$ cat src/rtl/rx_buffer_ctrl.sv
// rx_buffer_ctrl: packs the decoded USB RX byte stream into little-endian
// 32-bit words for the endpoint RX buffer. It tracks packet completion,
// errors and overflow, flushes the buffer on abort, and serves host word
// reads through a get/valid handshake.
module rx_buffer_ctrl #(
    parameter int MAX_PACKET_BYTES = 64,
    parameter int DEPTH_WORDS      = 63
) (
    input  logic        clk,
    input  logic        rst,
    input  logic        rx_byte_valid,
    input  logic [7:0]  rx_byte,
    input  logic        rx_eop,
    input  logic        rx_error,
    input  logic        host_get_word,
    input  logic        host_flush,
    input  logic [5:0]  buffer_occupancy_rx,
    output logic        store_rx_packet_data,
    output logic [31:0] rx_packet_data,
    output logic        get_rx_data,
    output logic        flush,
    output logic        host_word_valid,
    output logic        rx_packet_ready,
    output logic [6:0]  rx_byte_count,
    output logic        rx_busy,
    output logic        rx_err_flag
);

    typedef enum logic [2:0] {IDLE, RECV, LAST, DONE, ABORT} state_t;

    localparam logic [6:0] MAX_CNT   = 7'(MAX_PACKET_BYTES);
    localparam logic [6:0] DEPTH_LIM = 7'(DEPTH_WORDS);

    state_t      state, state_next;
    logic [23:0] pack;          // lanes 0..2 of the word being assembled
    logic [6:0]  byte_count;
    logic [4:0]  words_left;
    logic        err_flag;
    logic        store_q;
    logic [31:0] data_q;
    logic        get_q;
    logic        valid_q;
    logic        flush_q;

    logic [6:0]  cnt_base;
    logic [6:0]  cnt_after;
    logic [6:0]  done_count;
    logic [6:0]  wl_sum;
    logic [1:0]  lane;
    logic        occ_full;
    logic        take_byte;
    logic        store_req;
    logic [31:0] store_data;
    logic        abort_req;
    logic        abort_err;
    logic        start_pkt;
    logic        load_count;
    logic        enter_done;
    logic        issue_get;

    // Next-state and per-cycle control decisions.
    always_comb begin
        state_next = state;
        take_byte  = 1'b0;
        store_req  = 1'b0;
        store_data = '0;
        abort_req  = 1'b0;
        abort_err  = 1'b0;
        start_pkt  = 1'b0;
        load_count = 1'b0;
        enter_done = 1'b0;
        issue_get  = 1'b0;
        done_count = byte_count;
        // A new packet starting in IDLE counts from zero.
        cnt_base   = (state == IDLE) ? 7'd0 : byte_count;
        lane       = cnt_base[1:0];
        cnt_after  = (rx_byte_valid && cnt_base != MAX_CNT) ? cnt_base + 7'd1 : cnt_base;
        occ_full   = {1'b0, buffer_occupancy_rx} >= DEPTH_LIM;

        if (host_flush) begin
            abort_req  = 1'b1;
            state_next = ABORT;
        end else begin
            unique case (state)
                IDLE, RECV: begin
                    if (state == RECV && rx_error) begin
                        abort_req = 1'b1;
                        abort_err = 1'b1;
                    end else if (rx_byte_valid && cnt_base == MAX_CNT) begin
                        // one byte beyond the packet limit
                        abort_req = 1'b1;
                        abort_err = 1'b1;
                    end else if (rx_byte_valid && lane == 2'd3 && occ_full) begin
                        // word completes but the buffer has no room for it
                        abort_req = 1'b1;
                        abort_err = 1'b1;
                    end else begin
                        start_pkt  = (state == IDLE) && (rx_byte_valid || rx_eop);
                        load_count = start_pkt || (state == RECV);
                        take_byte  = rx_byte_valid;
                        if (rx_byte_valid && lane == 2'd3) begin
                            store_req  = 1'b1;
                            store_data = {rx_byte, pack};
                        end
                        if (rx_eop) begin
                            done_count = cnt_after;
                            if (cnt_after[1:0] != 2'd0) begin
                                state_next = LAST;
                            end else begin
                                state_next = DONE;
                                enter_done = 1'b1;
                            end
                        end else if (rx_byte_valid) begin
                            state_next = RECV;
                        end
                    end
                    if (abort_req) state_next = ABORT;
                end
                LAST: begin
                    if (rx_error || occ_full) begin
                        abort_req  = 1'b1;
                        abort_err  = 1'b1;
                        state_next = ABORT;
                    end else begin
                        // upper lanes of pack are already zero
                        store_req  = 1'b1;
                        store_data = {8'h00, pack};
                        state_next = DONE;
                        enter_done = 1'b1;
                    end
                end
                DONE: begin
                    // get_q high means a read is in flight
                    issue_get = host_get_word && (words_left != 5'd0) && !get_q;
                    // last read in flight (or empty packet): leave as its valid fires
                    if (words_left == 5'd0) state_next = IDLE;
                end
                ABORT: begin
                    state_next = IDLE;
                end
                default: begin
                    state_next = IDLE;
                end
            endcase
        end
        wl_sum = done_count + 7'd3;
    end

    // State register.
    always_ff @(posedge clk) begin
        if (rst) state <= IDLE;
        else     state <= state_next;
    end

    // One-cycle strobes, all registered from the triggering cycle.
    always_ff @(posedge clk) begin
        if (rst) begin
            store_q <= 1'b0;
            data_q  <= '0;
            get_q   <= 1'b0;
            valid_q <= 1'b0;
            flush_q <= 1'b0;
        end else begin
            store_q <= store_req;
            if (store_req) data_q <= store_data;
            get_q   <= issue_get;
            valid_q <= get_q && !abort_req;
            flush_q <= abort_req;
        end
    end

    // Packing register, byte counter, words remaining and error flag.
    always_ff @(posedge clk) begin
        if (rst) begin
            pack       <= '0;
            byte_count <= '0;
            words_left <= '0;
            err_flag   <= 1'b0;
        end else if (abort_req) begin
            pack       <= '0;
            byte_count <= '0;
            words_left <= '0;
            if (abort_err) err_flag <= 1'b1;
        end else begin
            if (start_pkt)  err_flag   <= 1'b0;
            if (load_count) byte_count <= cnt_after;
            if (store_req) begin
                pack <= '0;
            end else if (take_byte) begin
                unique case (lane)
                    2'd0:    pack[7:0]   <= rx_byte;
                    2'd1:    pack[15:8]  <= rx_byte;
                    default: pack[23:16] <= rx_byte;
                endcase
            end
            if (enter_done)     words_left <= wl_sum[6:2];
            else if (issue_get) words_left <= words_left - 5'd1;
        end
    end

    assign store_rx_packet_data = store_q;
    assign rx_packet_data       = data_q;
    assign get_rx_data          = get_q;
    assign host_word_valid      = valid_q;
    assign flush                = flush_q;
    assign rx_packet_ready      = (state == DONE);
    assign rx_busy              = (state != IDLE);
    assign rx_byte_count        = byte_count;
    assign rx_err_flag          = err_flag;

endmodule

$ cat config.mk
export PLATFORM = sky130hd
export DESIGN_NAME = rx_buffer_ctrl
export DESIGN_NICKNAME = d
export VERILOG_FILES = /design/src/rtl/rx_buffer_ctrl.sv
export SDC_FILE = /design/constraint.sdc
export NUM_CORES = 1
export LEC_CHECK = 0
export ABC_AREA = 1
export CAP_MARGIN = 20
export CELL_PAD_IN_SITES_DETAIL_PLACEMENT = 0
export CELL_PAD_IN_SITES_GLOBAL_PLACEMENT = 1
export CORE_ASPECT_RATIO = 1.25
export CORE_MARGIN = 2
export CORE_UTILIZATION = 30
export CTS_CLUSTER_DIAMETER = 50
export DETAILED_ROUTE_END_ITERATION = 12
export PLACE_DENSITY = 0.71
export SLEW_MARGIN = 20
export SYNTH_ARGS = -nofsm -noshare
export SYNTH_HDL_FRONTEND = slang
export SYNTH_SLANG_ARGS = --single-unit
$ cat constraint.sdc
create_clock -name clk -period 6.5 [get_ports clk]
set_input_delay 1.625 -clock clk [delete_from_list [all_inputs] [get_ports clk]]
set_output_delay 1.625 -clock clk [all_outputs]
set_load 0.02 [all_outputs]
==> flow_summary.json <==
{
  "drt-initial-drc-count": 128,
  "groute.usage.overall": 0.152,
  "met1_usage": 0.184,
  "status": "completed",
  "first_pass_iters": 4,
  "grt_max_degree": 35,
  "instances_no_fill": 723,
  "design_area_um2": 4740,
  "synth.yosys.seq_area_share": 0.418,
  "nNetsFinal": 581,
  "peakVddDrop_mv": 0.104,
  "synth_nets": 523,
  "leakagePower_uw": 0.00194,
  "critPathTopFamily": "simple AND/OR/NAND/NOR gates",
  "grt_setup_unrepaired": "no",
  "vias": 3399,
  "hold_viol": 0,
  "grt_pass1_vias": 3168,
  "cp_num_cells": 17,
  "ys_seq_elements": 76,
  "critPathKind": "input pin to flop",
  "slowest_stage": "clkdlybuf4s50_1",
  "path_clk_slew_ns": 0.06,
  "worstPathCellList": "clkdlybuf4s50_1 -> nand2_1 -> inv_2 -> nand3_2 -> nand2_1 -> nor2_4 -> inv_1 -> nor2_4 -> nand2_1 -> nand2_2 -> nand2_2 -> nor2_4 -> nand2_1 -> nand2_1 -> nand3_1 -> nand3_1 -> inv_1",
  "cts.sinks": 76,
  "layout-drive-gt1-share": 0.0912,
  "cp_max_fo": 30,
  "synth_ff_type": "dfxtp_1",
  "async_flop_share": 0,
  "yosysWarnings": 0,
  "rows": 45,
  "synth.avg_cell_area_um2": 7.32,
  "pin_count": 67,
  "skew_ns": 0.00617,
  "cts_setup_buffers": 0,
  "routed_wl_mm": 9.68,
  "place.gp.congestion": 0.891,
  "hold_path_class": "flop to flop",
  "overflow": 0,
  "period_minus_slack_ns": 3.87,
  "setup_viol": 0,
  "synth_edf_count": 0,
  "hold_buffers": 0,
  "clkLatencyLatePin_ns": 0.33,
  "start_kind": "input pin",
  "arrival_ns": 4.11,
  "crit_buf_inv": 4,
  "gr-usage-met2": 0.265,
  "cp.required_ns": 6.74,
  "antenna_found_initial": 0,
  "htreeDepth": 3,
  "worst_r2r_path_depth": 21,
  "portBuffers": 66,
  "r2r-start": "state[2]$_SDFFE_PP0P_",
  "remaining_drc_errors": 0,
  "worstSetupStartpoint": "rx_byte_valid",
  "grtUsageMet3": 0.0323,
  "min_path_cells": 2,
  "start_util": 0.303,
  "maxSlewViolCount": 0,
  "grt_pass1_wl_mm": 15.5,
  "cts_resized": 0,
  "critPathCapture": "words_left[3]$_SDFFE_PP0P_",
  "cts_tree": "yes",
  "maxCapViolCount": 0,
  "antenna_cells": 0,
  "final_cell_mix": "131 x nand2_1, 76 x dfxtp_1, 66 x clkdlybuf4s50_1",
  "vias_per_cell": 4.70,
  "cp_common_cell": "nand2_1",
  "tns_ns": 0,
  "core_area_um2": 12000,
  "fmax_ghz": 0.258,
  "layout_commonest_cell": "nand2_1",
  "cts_buffer_depth": 2,
  "place_hpwl_mm": 7.26,
  "dp.cells": 708,
  "maxSlewHeadroom": 0.413,
  "dieArea_um2": 13000,
  "ys_types": 39,
  "max_stage_delay_ns": 0.56,
  "netlist_instances": 497,
  "dpl-instance-area_um2": 4400,
  "grt_busiest_layer": "met2",
  "cellPowerDensity_nw_per_um2": 241,
  "wl_per_cell_um": 13.4,
  "die_w_um": 103,
  "finalCritPeriodShare": 0.595,
  "numCtsBuffers": 9,
  "r2r_end": "words_left[3]$_SDFFE_PP0P_",
  "clock-root-buffer": "clkbuf_16",
  "rrSetupSlack_ns": 3.03,
  "netlist_area_um2": 3640,
  "die_h_um": 127,
  "crit_path_end_kind": "flop",
  "syn2layout_area_growth_pct": 30.3,
  "worst_pin_slew_ns": 0.875,
  "antenna_left": 0
}
layer usage:
layer / share of wire / up-vias
li1: - / 1759
met1: 0.43 / 1565
met2: 0.53 / 67
met3: 0.035 / 8
met4: 0.011 / 0
met5: 0 / -
registers in the layout (all words and copies together), names as in the netlist:
name and flops:
flush 1, get_rx_data 1, host_word_valid 1, pack 24
rx_byte_count 7, rx_err_flag 1, rx_packet_data 32, state 3
store_rx_packet_data 1, words_left 5
worst register-to-register path, cell delays in order (launching register included):
cell,delay [ns]
dfxtp_1,0.35
nor2_4,0.29
nand2_4,0.20
nand2_1,0.19
clkinv_1,0.25
ha_1,0.26
nand2_1,0.07
inv_2,0.08
nand3_2,0.08
nand2_1,0.09
nor2_4,0.50
inv_1,0.16
nor2_4,0.18
nand2_1,0.09
nand2_2,0.08
nand2_2,0.07
nor2_4,0.14
nand2_1,0.07
nand2_1,0.06
nand3_1,0.06
nand3_1,0.07
inv_1,0.04
per-stage QoR:
| step | util | hold WS (ns) | setup slack [ns] | total power (uW) |
|---|---|---|---|---|
| 2_1_floorplan | - | 0.419 | 3.57 | 551 |
| 3_3_place_gp | 0.367 | 0.432 | 2.04 | 585 |
| 3_5_place_dp | 0.367 | 0.434 | 1.96 | 585 |
| 4_1_cts | 0.395 | 0.449 | 2.31 | 1160 |
| 5_1_grt | 0.395 | 0.473 | 2.36 | 1190 |
| 6_report | 0.395 | 0.446 | 2.63 | 1140 |
power breakdown:
group | internal (uW) | leakage, uW | switching, uW | total [uW]
Clock | 374 | 0.000166 | 194 | 568
Combinational | 33.5 | 0.00117 | 66.9 | 100
Sequential | 470 | 0.000613 | 4.56 | 475
Total | 878 | 0.00194 | 265 | 1140
synthesized netlist by cell type, drive strengths merged, types with 2 or more instances:
| library cell | n | area, um^2 |
|---|---|---|
| a21oi | 40 | 204 |
| o21a | 2 | 15.0 |
| nor3 | 2 | 10.0 |
| nand3 | 61 | 333 |
| clkinv | 3 | 11.3 |
| xor2 | 4 | 35.0 |
| o211ai | 2 | 15.0 |
| nor2 | 25 | 134 |
| nand2 | 145 | 608 |
| clkbuf | 8 | 30.0 |
| o21ai | 21 | 109 |
| inv | 54 | 203 |
| ha | 5 | 62.6 |
| nand4 | 31 | 215 |
| buf | 11 | 75.1 |
| dfxtp | 76 | 1520 |
worst min path at each step:
stage | start | endpoint | slack, ns
after floorplan | pack[0]$_SDFFE_PP0P_ | rx_packet_data[0]$_SDFFE_PP0P_ | 0.42
after global placement | pack[9]$_SDFFE_PP0P_ | rx_packet_data[9]$_SDFFE_PP0P_ | 0.43
after detailed placement | pack[9]$_SDFFE_PP0P_ | rx_packet_data[9]$_SDFFE_PP0P_ | 0.43
after CTS | pack[9]$_SDFFE_PP0P_ | rx_packet_data[9]$_SDFFE_PP0P_ | 0.45
after global routing | pack[0]$_SDFFE_PP0P_ | rx_packet_data[0]$_SDFFE_PP0P_ | 0.47
final | pack[9]$_SDFFE_PP0P_ | rx_packet_data[9]$_SDFFE_PP0P_ | 0.45
cell families (layout without fill, tap and decap cells):
logic type	Yosys count	after routing	synth area share
XOR/XNOR	5	5	0.0120
AO/OA/AOI/OAI	68	68	0.102
buffers and inverters	76	138	0.0877
flip-flops	76	76	0.418
AND/OR/NAND/NOR	267	267	0.363
adder cells (fa/ha/maj)	5	5	0.0172
cell type report:
class / instances / area, um^2
clock buffers: 9 / 225
clock inverters: 6 / 113
fillers: 1261 / 7250
inverters: 57 / 214
multi-input cells: 345 / 1800
flip-flops and latches: 76 / 1520
well taps: 164 / 205
repair buffers: 66 / 661
No activity file was read; power rests on OpenSTA's default activity.
